### src/rtl/acia_pkg.sv
// Shared constants, state encoding and status-byte helper for the ACIA transmit slave.
package acia_pkg;

    localparam logic [15:0] ACIA_BASE   = 16'h8000;

    localparam logic [1:0]  ACIA_DATA   = 2'd0;
    localparam logic [1:0]  ACIA_STATUS = 2'd1;
    localparam logic [1:0]  ACIA_CMD    = 2'd2;
    localparam logic [1:0]  ACIA_CTRL   = 2'd3;

    localparam int unsigned ST_OVR      = 2;
    localparam int unsigned ST_TDRE     = 4;
    localparam int unsigned ST_IDLE     = 5;

    localparam int unsigned BAUD_CNT_W  = 16;

    typedef enum logic [1:0] {
        TX_IDLE,
        TX_START,
        TX_DATA,
        TX_STOP
    } tx_state_e;

    function automatic logic [7:0] acia_status(input logic tdre, input logic idle, input logic ovr);
        logic [7:0] s;
        s          = '0;
        s[ST_TDRE] = tdre;
        s[ST_IDLE] = idle;
        s[ST_OVR]  = ovr;
        return s;
    endfunction

endpackage

### src/rtl/acia_tx_fifo.sv
// Synchronous FIFO with wrap-bit pointers; a push while full is accepted only if a pop occurs in the same cycle.
module acia_tx_fifo #(
    parameter int unsigned WIDTH = 8,
    parameter int unsigned DEPTH = 4
) (
    input  logic             clk,
    input  logic             reset,
    input  logic             flush,
    input  logic             push,
    input  logic             pop,
    input  logic [WIDTH-1:0] din,
    output logic [WIDTH-1:0] dout,
    output logic             full,
    output logic             empty
);

    localparam int unsigned AW = $clog2(DEPTH);

    logic [WIDTH-1:0] mem [DEPTH];
    logic [AW:0]      wr_ptr;
    logic [AW:0]      rd_ptr;
    logic             wr_en;
    logic             rd_en;

    assign empty = (wr_ptr == rd_ptr);
    assign full  = (wr_ptr[AW] != rd_ptr[AW]) && (wr_ptr[AW-1:0] == rd_ptr[AW-1:0]);
    assign rd_en = pop & ~empty;
    assign wr_en = push & (~full | rd_en);
    assign dout  = mem[rd_ptr[AW-1:0]];

    always_ff @(posedge clk or posedge reset) begin
        if (reset) begin
            wr_ptr <= '0;
            rd_ptr <= '0;
        end else if (flush) begin
            wr_ptr <= '0;
            rd_ptr <= '0;
        end else begin
            if (wr_en) wr_ptr <= wr_ptr + (AW+1)'(1);
            if (rd_en) rd_ptr <= rd_ptr + (AW+1)'(1);
        end
    end

    // Storage needs no reset: entries are only read once written.
    always_ff @(posedge clk) begin
        if (wr_en && !flush) mem[wr_ptr[AW-1:0]] <= din;
    end

endmodule

### src/rtl/acia_tx.sv
// 6551-style ACIA transmit slave: CPU-visible register file, TX FIFO and 8N1 serialiser.
module acia_tx
    import acia_pkg::*;
#(
    parameter int unsigned BAUD_DIV   = 87,
    parameter int unsigned FIFO_DEPTH = 4
) (
    input  logic       clk,
    input  logic       reset,
    input  logic       cs,
    input  logic [1:0] addr,
    input  logic       rwb,
    input  logic       strobe,
    input  logic [7:0] data_in,
    output logic [7:0] data_out,
    output logic       txd,
    output logic       tx_busy
);

    localparam logic [BAUD_CNT_W-1:0] BAUD_LAST = BAUD_CNT_W'(BAUD_DIV - 1);

    tx_state_e             state;
    logic [BAUD_CNT_W-1:0] baud_cnt;
    logic [2:0]            bit_cnt;
    logic [7:0]            shreg;
    logic [7:0]            cmd_q;
    logic [7:0]            ctrl_q;
    logic                  ovr_q;

    logic       bus_wr_c;
    logic       bus_rd_c;
    logic       push_c;
    logic       flush_c;
    logic       status_rd_c;
    logic       pop_c;
    logic       bit_end_c;
    logic       fifo_full;
    logic       fifo_empty;
    logic [7:0] fifo_dout;

    assign bus_wr_c    = cs & strobe & ~rwb;
    assign bus_rd_c    = cs & strobe & rwb;
    assign push_c      = bus_wr_c && (addr == ACIA_DATA);
    assign flush_c     = bus_wr_c && (addr == ACIA_STATUS);
    assign status_rd_c = bus_rd_c && (addr == ACIA_STATUS);
    assign bit_end_c   = (baud_cnt == BAUD_LAST);

    // Serialiser takes the next byte when idle or at the end of a stop bit.
    assign pop_c = ~fifo_empty & ~flush_c &
                   ((state == TX_IDLE) | ((state == TX_STOP) & bit_end_c));

    assign tx_busy = ~fifo_empty | (state != TX_IDLE);

    acia_tx_fifo #(
        .WIDTH (8),
        .DEPTH (FIFO_DEPTH)
    ) u_fifo (
        .clk   (clk),
        .reset (reset),
        .flush (flush_c),
        .push  (push_c),
        .pop   (pop_c),
        .din   (data_in),
        .dout  (fifo_dout),
        .full  (fifo_full),
        .empty (fifo_empty)
    );

    always_comb begin
        data_out = 8'h00;
        if (cs) begin
            case (addr)
                ACIA_DATA:   data_out = 8'h00;
                ACIA_STATUS: data_out = acia_status(~fifo_full, ~tx_busy, ovr_q);
                ACIA_CMD:    data_out = cmd_q;
                ACIA_CTRL:   data_out = ctrl_q;
                default:     data_out = 8'h00;
            endcase
        end
    end

    // Command/control are plain storage and survive a programmed reset.
    always_ff @(posedge clk or posedge reset) begin
        if (reset) begin
            cmd_q  <= 8'h00;
            ctrl_q <= 8'h00;
        end else if (bus_wr_c) begin
            if (addr == ACIA_CMD)  cmd_q  <= data_in;
            if (addr == ACIA_CTRL) ctrl_q <= data_in;
        end
    end

    // An overflow in the same cycle as a status read wins over the clear.
    always_ff @(posedge clk or posedge reset) begin
        if (reset) begin
            ovr_q <= 1'b0;
        end else if (flush_c) begin
            ovr_q <= 1'b0;
        end else if (push_c && fifo_full && !pop_c) begin
            ovr_q <= 1'b1;
        end else if (status_rd_c) begin
            ovr_q <= 1'b0;
        end
    end

    always_ff @(posedge clk or posedge reset) begin
        if (reset) begin
            state    <= TX_IDLE;
            txd      <= 1'b1;
            baud_cnt <= '0;
            bit_cnt  <= '0;
            shreg    <= '0;
        end else if (flush_c) begin
            state    <= TX_IDLE;
            txd      <= 1'b1;
            baud_cnt <= '0;
            bit_cnt  <= '0;
        end else begin
            case (state)
                TX_IDLE: begin
                    if (pop_c) begin
                        shreg    <= fifo_dout;
                        bit_cnt  <= '0;
                        baud_cnt <= '0;
                        txd      <= 1'b0;
                        state    <= TX_START;
                    end
                end
                TX_START: begin
                    if (bit_end_c) begin
                        baud_cnt <= '0;
                        txd      <= shreg[0];
                        state    <= TX_DATA;
                    end else begin
                        baud_cnt <= baud_cnt + BAUD_CNT_W'(1);
                    end
                end
                TX_DATA: begin
                    if (bit_end_c) begin
                        baud_cnt <= '0;
                        if (bit_cnt == 3'd7) begin
                            txd   <= 1'b1;
                            state <= TX_STOP;
                        end else begin
                            bit_cnt <= bit_cnt + 3'd1;
                            shreg   <= {1'b0, shreg[7:1]};
                            txd     <= shreg[1];
                        end
                    end else begin
                        baud_cnt <= baud_cnt + BAUD_CNT_W'(1);
                    end
                end
                TX_STOP: begin
                    if (bit_end_c) begin
                        baud_cnt <= '0;
                        if (pop_c) begin
                            shreg   <= fifo_dout;
                            bit_cnt <= '0;
                            txd     <= 1'b0;
                            state   <= TX_START;
                        end else begin
                            state <= TX_IDLE;
                        end
                    end else begin
                        baud_cnt <= baud_cnt + BAUD_CNT_W'(1);
                    end
                end
                default: begin
                    state <= TX_IDLE;
                    txd   <= 1'b1;
                end
            endcase
        end
    end

endmodule

### config.mk
export PLATFORM = sky130hd
export DESIGN_NAME = acia_tx
export DESIGN_NICKNAME = d
export VERILOG_FILES = /design/src/rtl/acia_pkg.sv /design/src/rtl/acia_tx_fifo.sv /design/src/rtl/acia_tx.sv
export SDC_FILE = /design/constraint.sdc
export NUM_CORES = 1
export LEC_CHECK = 0
export CORE_ASPECT_RATIO = 0.6
export CORE_MARGIN = 2
export CORE_UTILIZATION = 40
export CTS_BUF_LIST = sky130_fd_sc_hd__clkbuf_16
export DETAILED_ROUTE_END_ITERATION = 10
export SYNTH_ARGS = -nofsm -noshare
export SYNTH_HDL_FRONTEND = slang
export SYNTH_SLANG_ARGS = --single-unit
### constraint.sdc
create_clock -name clk -period 2.95 [get_ports clk]
set_clock_uncertainty 0.2 [all_clocks]
set_input_delay 0.59 -clock clk [delete_from_list [all_inputs] [get_ports clk]]
set_output_delay 0.59 -clock clk [all_outputs]
set_load 0.005 [all_outputs]
==> flow_summary.ini, run 1 <==
[global_routing]
track_usage = 0.172
gr-total-overflow = 0
antenna_found_initial = 0
grt_pass1_vias = 2854
grt_max_degree = 27
grt_pass1_wl_um = 15100

[timing]
slew_viol_final = 0
rsz0062_at_grt = no
setup_viol_count_final = 0
setup_tns_ps = 0
slew_headroom = 0.565
min_period_over_period = 0.970
worstMarginPinSlew_ps = 637
hold_ws_ps = 302
final_hold_viol_count = 0
fin_crit_ps = 2860
fmax_mhz = 350

[finish]
fillCellCount = 908
fin_nets = 413
seqCellArea_mm2 = 0.00229
finish.utilization = 0.491
area_growth_pct = 20.7
multi_input_area_mm2 = 0.00188
antenna_cells = 0
drive_above_1_share = 0.242
instances_no_fill = 528

[route]
drt-pass1-iter-count = 4
drc = 0
drt_iter0_drc = 167
wl_um = 9050
viasPerCell = 5.35
ant_nets = 0
routedWlPerCell_um = 17.1
num_vias = 2825

[clock_tree]
cts-root-buf = clkbuf_16
cts_max_level = 3
clock_path_buffers = 2
worst_setup_hold_path_clk_slew_ps = 70
cts_tree = done
clock_latency_ps = 340
cts.sinks = 85
cts_inserted_buffers = 9

[setup_path]
crit_family = buffers and inverters
cp.required_ps = 2160
worstSetupStartpointType = register
path_cells = inv_2, ha_1, and4_2, a22oi_1, nor2b_1, clkdlybuf4s50_1
crit_fanout = 6
cp-end-kind = primary output
path_class = register to primary output
cpPeakStageDelay_ps = 510
path_buf_inv = 2
critical_path_arrival_ps = 2070
cp_slowest_cell = clkdlybuf4s50_1

[power_and_ir_drop]
ir_drop_v = 0.000360
p_per_area_mw_per_mm2 = 860
seqPwrFrac = 0.368
p_sw_frac = 0.346
combPwrFrac = 0.360
p_switching_mw = 1.53
power.leakage_nw = 2.10
p_clk_frac = 0.273
p_int_mw = 2.89
power_mw = 4.43

[floorplan]
dieArea_mm2 = 0.0115
core_area_mm2 = 0.0105
die_w_um = 137
die_h_um = 84.0
placementRows = 29
ioPinCount = 25
initial_core_util = 0.407

[synthesis]
async_reset_ff_frac = 0.624
syn_area_mm2 = 0.00426
ys_seq_area_frac = 0.537
synth-seq-cells = 85
synth_edf_count = 32
ys_top_cells_by_area = dfrtp_1, edfxtp_1, mux2_2
synth_cells = 341
yosys.cell_types.count = 57
syn_nets = 370
avgSynthCellArea_um2 = 12.5
synth_top_area_share = 0.305
yosys_warnings = 0
ys.flop_type = dfrtp_1
synth_top_cell_by_area = dfrtp_1

[outcome]
status = complete, no violations

[placed_design]
hpwl_um = 6410
port_buffers = 24
dp_cells = 512
place_congestion = 0.802

[min_path]
hold_class = register to register

[run]
maxCapViolCount = 0
[worst paths after layout]
| check | start | endpoint | slack, ps | cells after the start |
|---|---|---|---|---|
| max reg2reg | baud_cnt[0]$_DFFE_PP0P_ | shreg[4]$_DFFE_PP0P_ | 270 | 7 |
| max | state[0]$_DFFE_PP0P_ | data_out[5] | 90 | 6 |
| max in group asynchronous | reset | ctrl_q[1]$_DFFE_PP0P_ | 1490 | 3 |
| min reg2reg | u_fifo.wr_ptr[2]$_DFFE_PP0P_ | u_fifo.wr_ptr[2]$_DFFE_PP0P_ | 300 | 1 |
| min in group asynchronous | reset | baud_cnt[8]$_DFFE_PP0P_ | 430 | 2 |
| min | u_fifo.wr_ptr[2]$_DFFE_PP0P_ | u_fifo.wr_ptr[2]$_DFFE_PP0P_ | 300 | 1 |
[registers in the layout (all words and copies together), names as in the netlist]
signal         cells
ctrl_q             8
state              2
txd                1
baud_cnt          16
ovr_q              1
u_fifo.mem        32
u_fifo.wr_ptr      3
u_fifo.rd_ptr      3
shreg              8
cmd_q              8
bit_cnt            3
[cell families after synthesis]
group	share of synthesized area
compound gates	0.0913
xor+xnor	0.0267
fa+ha+maj	0.0411
buf+inv	0.0279
flops	0.537
mux	0.141
simple gates	0.136
[power groups by stage]
stage	Clock, mW	Combinational [mW]	Sequential (mW)
3_5_place_dp	0	1.57	1.63
6_report	1.21	1.59	1.63
3_3_place_gp	0	1.53	1.63
5_1_grt	1.28	1.76	1.65
4_1_cts	1.23	1.58	1.61
2_1_floorplan	0	1.19	1.58
[stage by stage]
step	worst slack (ps)	cell area, µm²
5_1_grt	1.99	5150
4_1_cts	26.1	5120
3_5_place_dp	-110	4810
2_1_floorplan	616	4260
6_report	89.8	5150
3_3_place_gp	-71.3	4810
[area by class of cell]
| class | instances | area share |
|---|---|---|
| clock buffers | 9 | 0.0438 |
| clock inverters | 7 | 0.0173 |
| inverters | 15 | 0.0109 |
| multi-input cells | 227 | 0.365 |
| flip-flops and latches | 85 | 0.445 |
| well taps | 139 | 0.0338 |
| repair buffers | 46 | 0.0839 |
[worst reg2reg max path: stages, from the launching register on]
cell       delay, ps
dfrtp_1          440
inv_1             80
ha_1             140
nor3b_2          210
nand4_2          260
a2111oi_4        590
o221ai_4         280
mux2_4           360
[cells in the mapped netlist (all sizes together) (3+ instances only)]
| cell | instances |
|---|---|
| xnor2 | 6 |
| xor2 | 7 |
| nor3 | 5 |
| nand2 | 36 |
| a211oi | 5 |
| nand3 | 5 |
| inv | 15 |
| or4 | 3 |
| a21oi | 11 |
| a2111oi | 3 |
| dfrtp | 52 |
| and2 | 5 |
| edfxtp | 32 |
| o2111ai | 3 |
| ha | 14 |
| mux4 | 8 |
| o21ai | 10 |
| mux2 | 26 |
| o211ai | 5 |
| mux2i | 10 |
| buf | 8 |
| nor4 | 3 |
| clkbuf | 6 |
| and3 | 3 |
| nor2b | 3 |
| a22oi | 3 |
| o31ai | 3 |
| nor2 | 23 |
| or3 | 3 |
| and4 | 5 |
[repair_timing]
action / 4_1_cts / 5_1_grt
setup endpoints to repair: 3 / 4
setup buffers: 0 / 0
gates resized for setup: 2 / 8
hold buffers: 0 / 0
[metal layers]
metal | wire, µm | GRT usage | vias to the layer above
li1 | - | - | 1345
met1 | 4920 | 0.273 | 1412
met2 | 3700 | 0.232 | 58
met3 | 350 | 0.0425 | 10
met4 | 80 | 0.0422 | 0
met5 | 0 | 0 | -
[cells in the final DEF, fill, tap and decap left out, types with 11 or more instances in the layout]
master           instances
clkdlybuf4s50_1         22
nor2_1                  22
a21oi_1                 11
mux2_2                  19
ha_1                    14
edfxtp_1                32
buf_4                   20
nand2_1                 36
dfrtp_1                 51
(Power assumes the default switching activity.)
==> run 2, diff against run 1 <==
--- a/config.mk
+++ b/config.mk
@@ -10,6 +10,8 @@
 export CORE_UTILIZATION = 40
 export CTS_BUF_LIST = sky130_fd_sc_hd__clkbuf_16
 export DETAILED_ROUTE_END_ITERATION = 10
+export SKIP_CTS_REPAIR_TIMING = 1
+export SLEW_MARGIN = 30
 export SYNTH_ARGS = -nofsm -noshare
 export SYNTH_HDL_FRONTEND = slang
 export SYNTH_SLANG_ARGS = --single-unit
==> run 2 against run 1 <==
  * Core utilization barely moved
  * Critical path depth fell by 1
  * Count of clock-buffer cells in the layout did not move
  * Setup slack got worse by 31 ps
  * Combinational power barely moved
  * Global-route usage barely moved
  * Via count fell by 0.50%
  * First-iteration DRC count fell by 8.4%
  * Design area barely moved
  * Maximum frequency fell by 1.1%
  * Register-to-register slack barely moved
  * Largest power group unchanged
==> flow_summary.ini, run 2 (synthesis results as in run 1) <==
[outcome]
status = complete, no violations

[finish]
largest_register_ffs = 32
final_common_cell = dfrtp_1
final_cell_mix = dfrtp_1, nand2_1, edfxtp_1
fillCellCount = 908
finish.utilization = 0.490
area_growth_pct = 20.6
antenna_cells = 0
fin_area_mm2 = 0.00514
drive_above_1_share = 0.242
fin_nets = 413

[power_and_ir_drop]
power.leakage_nw = 2.10
p_per_area_mw_per_mm2 = 859
ir_drop_v = 0.000355

[placed_design]
place_area_mm2 = 0.00481
port_buffers = 24
hpwl_um = 6410
place_congestion = 0.802

[min_path]
hold_class = register to register

[timing]
slew_viol_final = 0
worstMarginPinSlew_ps = 610
setup_viol_count_final = 0
min_period_over_period = 0.980
slew_headroom = 0.583
fmax_mhz = 346
fin_crit_ps = 2890
hold_ws_ps = 302
final_hold_viol_count = 0

[global_routing]
antenna_found_initial = 0
grt_pass1_wl_um = 15100
grt_max_degree = 27
grt_pass1_vias = 2844
gr-total-overflow = 0
track_usage = 0.172

[setup_path]
cp-end-kind = primary output
path_class = input pin to primary output
cpPeakStageDelay_ps = 530
path_cells = clkdlybuf4s50_1, nor2_2, a22oi_1, nor2b_1, clkdlybuf4s50_1
crit_family = buffers and inverters
cp.required_ps = 2160
critical_path_arrival_ps = 2100
cp_slowest_cell = clkdlybuf4s50_1
path_buf_inv = 2
crit_fanout = 7
path_common_cell = clkdlybuf4s50_1
worstSetupStartpointType = input pin

[clock_tree]
worst_setup_hold_path_clk_slew_ps = 70
cts-root-buf = clkbuf_16
clock_latency_ps = 340
clock_path_buffers = 2
cts.sinks = 85
cts_max_level = 3
cts_inserted_buffers = 9
cts_tree = done

[floorplan]
initial_core_util = 0.407
dieArea_mm2 = 0.0115
die_w_um = 137
core_area_mm2 = 0.0105
ioPinCount = 25
placementRows = 29
die_h_um = 84.0

[route]
drt-pass1-iter-count = 4
drc = 0
viasPerCell = 5.32
wl_um = 8980
routedWlPerCell_um = 17.0
drt_iter0_drc = 153
num_vias = 2811
ant_nets = 0

[run]
maxCapViolCount = 0
## run 2: changes by cell type in the layout (fill, tap and decap cells not counted)
cell             change
clkdlybuf4s50_1      +1
dlygate4sd2_1        -1
nor2_2               +1
nor2_4               -1
## run 2: worst paths after layout
| kind | from | endpoint | slack, ps | cells after the start |
|---|---|---|---|---|
| worst min-delay path | u_fifo.wr_ptr[2]$_DFFE_PP0P_ | u_fifo.wr_ptr[2]$_DFFE_PP0P_ | 300 | 1 |
| worst max-delay path | addr[1] | data_out[4] | 60 | 5 |
| worst max register to register | baud_cnt[0]$_DFFE_PP0P_ | shreg[4]$_DFFE_PP0P_ | 280 | 7 |
| min in group asynchronous | reset | ovr_q$_DFFE_PP0P_ | 430 | 2 |
| worst min register to register | u_fifo.wr_ptr[2]$_DFFE_PP0P_ | u_fifo.wr_ptr[2]$_DFFE_PP0P_ | 300 | 1 |
| max in group asynchronous | reset | ctrl_q[1]$_DFFE_PP0P_ | 1490 | 3 |
## run 2: cell type report
class	instances	area (µm²)	area share
clock buffers	9	225	0.0438
flip-flops and latches	85	2290	0.445
inverters	15	56.3	0.0109
multi-input cells	227	1880	0.365
clock inverters	7	88.8	0.0173
well taps	139	174	0.0338
repair buffers	46	433	0.0842
## run 2: metal layers
layer | vias to the layer above | share of wire | GRT usage
met1 | 1414 | 0.54 | 0.273
met3 | 2 | 0.035 | 0.0425
met2 | 51 | 0.42 | 0.231
li1 | 1344 | - | -
met4 | 0 | 0.0032 | 0.0422
met5 | - | 0 | 0
## run 2: metrics by stage
step / setup TNS, ps / worst slack, ps / instances / power [mW]
6_report: 0 / 59.1 / 528 / 4.42
5_1_grt: -15.7 / -8.17 / 528 / 4.69
4_1_cts: -378 / -134 / 528 / 4.42
3_5_place_dp: -317 / -110 / 512 / 3.21
3_3_place_gp: -187 / -71.3 / 512 / 3.16
2_1_floorplan: 0 / 616 / 341 / 2.78
## run 2: power by group
| part | internal (mW) | switching, mW |
|---|---|---|
| logic | 0.769 | 0.820 |
| registers | 1.44 | 0.183 |
| clock network | 0.681 | 0.519 |
==> run 3, diff against run 2 <==
--- a/config.mk
+++ b/config.mk
@@ -5,11 +5,13 @@
 export SDC_FILE = /design/constraint.sdc
 export NUM_CORES = 1
 export LEC_CHECK = 0
+export ABC_AREA = 0
 export CORE_ASPECT_RATIO = 0.6
 export CORE_MARGIN = 2
 export CORE_UTILIZATION = 40
 export CTS_BUF_LIST = sky130_fd_sc_hd__clkbuf_16
 export DETAILED_ROUTE_END_ITERATION = 10
+export PLACE_DENSITY = 0.65
 export SKIP_CTS_REPAIR_TIMING = 1
 export SLEW_MARGIN = 30
 export SYNTH_ARGS = -nofsm -noshare
==> run 3 against run 2 <==
  * First-iteration DRC count grew 58%
  * Sequential share of layout area up 0.29 points
  * Via count down 0.57%
  * Design area down 0.71%
  * Wire length decreased by 1.8%
  * Combinational power about the same
  * Register-to-register slack improved by 40 ps
  * Maximum frequency up 1.1%
  * Sequential power hardly changed
  * Flip-flop and latch count unchanged
  * Non-clock buffer count decreased by 2
  * Setup slack better by 31 ps
==> flow_summary.ini, run 3 (synthesis results as in run 1) <==
[power_and_ir_drop]
p_per_area_mw_per_mm2 = 847
seqPwrFrac = 0.376
p_sw_frac = 0.348
p_clk_frac = 0.251
combPwrFrac = 0.372
power_mw = 4.32
p_int_mw = 2.82
power.leakage_nw = 2.09
ir_drop_v = 0.000360
p_switching_mw = 1.50

[placed_design]
hpwl_um = 6270
port_buffers = 24
place_area_mm2 = 0.00479
place_congestion = 0.835
dp_slack_ps = -95.4
dp_cells = 510

[floorplan]
placementRows = 29
die_h_um = 84.0
dieArea_mm2 = 0.0115
initial_core_util = 0.407
die_w_um = 137
ioPinCount = 25
core_area_mm2 = 0.0105

[route]
num_vias = 2795
drt_iter0_drc = 241
viasPerCell = 5.31
wl_um = 8820
drc = 0
ant_nets = 0
drt-pass1-iter-count = 4
routedWlPerCell_um = 16.8

[timing]
slew_viol_final = 0
setup_tns_ps = 0
setup_viol_count_final = 0
rsz0062_at_grt = no
final_hold_viol_count = 0
slew_headroom = 0.528
min_period_over_period = 0.970
fmax_mhz = 350
setup_ws_ps = 89.6
hold_ws_ps = 308
fin_crit_ps = 2860
worstMarginPinSlew_ps = 707

[clock_tree]
cts_tree = done
cts_inserted_buffers = 9
worst_setup_hold_path_clk_slew_ps = 70
cts_max_level = 3
cts.sinks = 85
clock_path_buffers = 2
cts-root-buf = clkbuf_16
clock_latency_ps = 340

[setup_path]
cp.required_ps = 2160
crit_fanout = 8
critical_path_arrival_ps = 2070
worstSetupStartpointType = input pin
cp_slowest_cell = clkdlybuf4s50_1
cpPeakStageDelay_ps = 600
cp-end-kind = primary output
path_class = input pin to primary output
crit_family = buffers and inverters
path_common_cell = clkdlybuf4s50_1
path_buf_inv = 2
path_cells = clkdlybuf4s50_1, nand2_1, nor2_1, clkdlybuf4s50_1

[global_routing]
grt_pass1_vias = 2888
grt_max_degree = 54
antenna_found_initial = 0
track_usage = 0.170
gr-total-overflow = 0
grt_pass1_wl_um = 15000

[finish]
fillCellCount = 913
drive_above_1_share = 0.235
antenna_cells = 0
final_common_cell = dfrtp_1
finish.utilization = 0.487
largest_register_ffs = 32
area_growth_pct = 19.7
fin_area_mm2 = 0.00511
instances_no_fill = 526
fin_nets = 411
final_cell_mix = dfrtp_1, nand2_1, edfxtp_1

[outcome]
status = complete, no violations

[min_path]
hold_class = register to register

[run]
maxCapViolCount = 0
==> run 3: per-layer routing <==
layer / GRT usage / vias up / wire, µm
met2: 0.231 / 59 / 3680
met5: 0 / - / 0
li1: - / 1338 / -
met1: 0.264 / 1389 / 4680
met4: 0.0478 / 0 / 111
met3: 0.0455 / 9 / 336
==> run 3: worst paths after layout <==
check                                        start                endpoint  slack (ps)  cells past startpoint
min                           cmd_q[1]$_DFFE_PP0P_    cmd_q[1]$_DFFE_PP0P_         310                      1
min reg2reg                   cmd_q[1]$_DFFE_PP0P_    cmd_q[1]$_DFFE_PP0P_         310                      1
min in group asynchronous                    reset    cmd_q[7]$_DFFE_PP0P_         550                      3
max                                             cs             data_out[1]          90                      4
max in group asynchronous                    reset  bit_cnt[1]$_DFFE_PP0P_        1520                      3
max reg2reg                baud_cnt[0]$_DFFE_PP0P_    shreg[4]$_DFFE_PP0P_         320                      7
==> run 3: cell type report <==
class / instances / area [µm²] / share of cell area
tap: 139 / 174 / 0.0341
inverter: 15 / 56.3 / 0.0110
sequential: 85 / 2290 / 0.448
clock buffer: 9 / 225 / 0.0441
timing repair buffer: 44 / 420 / 0.0823
clock inverter: 7 / 66.3 / 0.0130
multi-input combinational: 227 / 1880 / 0.367
==> run 3: power groups by stage <==
stage / clock (mW) / sequential, mW / combinational [mW]
4_1_cts: 1.12 / 1.61 / 1.60
3_3_place_gp: 0 / 1.63 / 1.55
6_report: 1.09 / 1.63 / 1.61
3_5_place_dp: 0 / 1.63 / 1.59
5_1_grt: 1.17 / 1.66 / 1.78
2_1_floorplan: 0 / 1.58 / 1.19
==> run 3: worst reg2reg max path, delay by kind of cell (launching register included) <==
family	cells	cell delay, ps
AOI/OAI and AO/OA	2	860
and+or+nand+nor	2	460
DFF	1	430
muxes	1	360
adders and majority gates	1	140
buffers and inverters	1	80
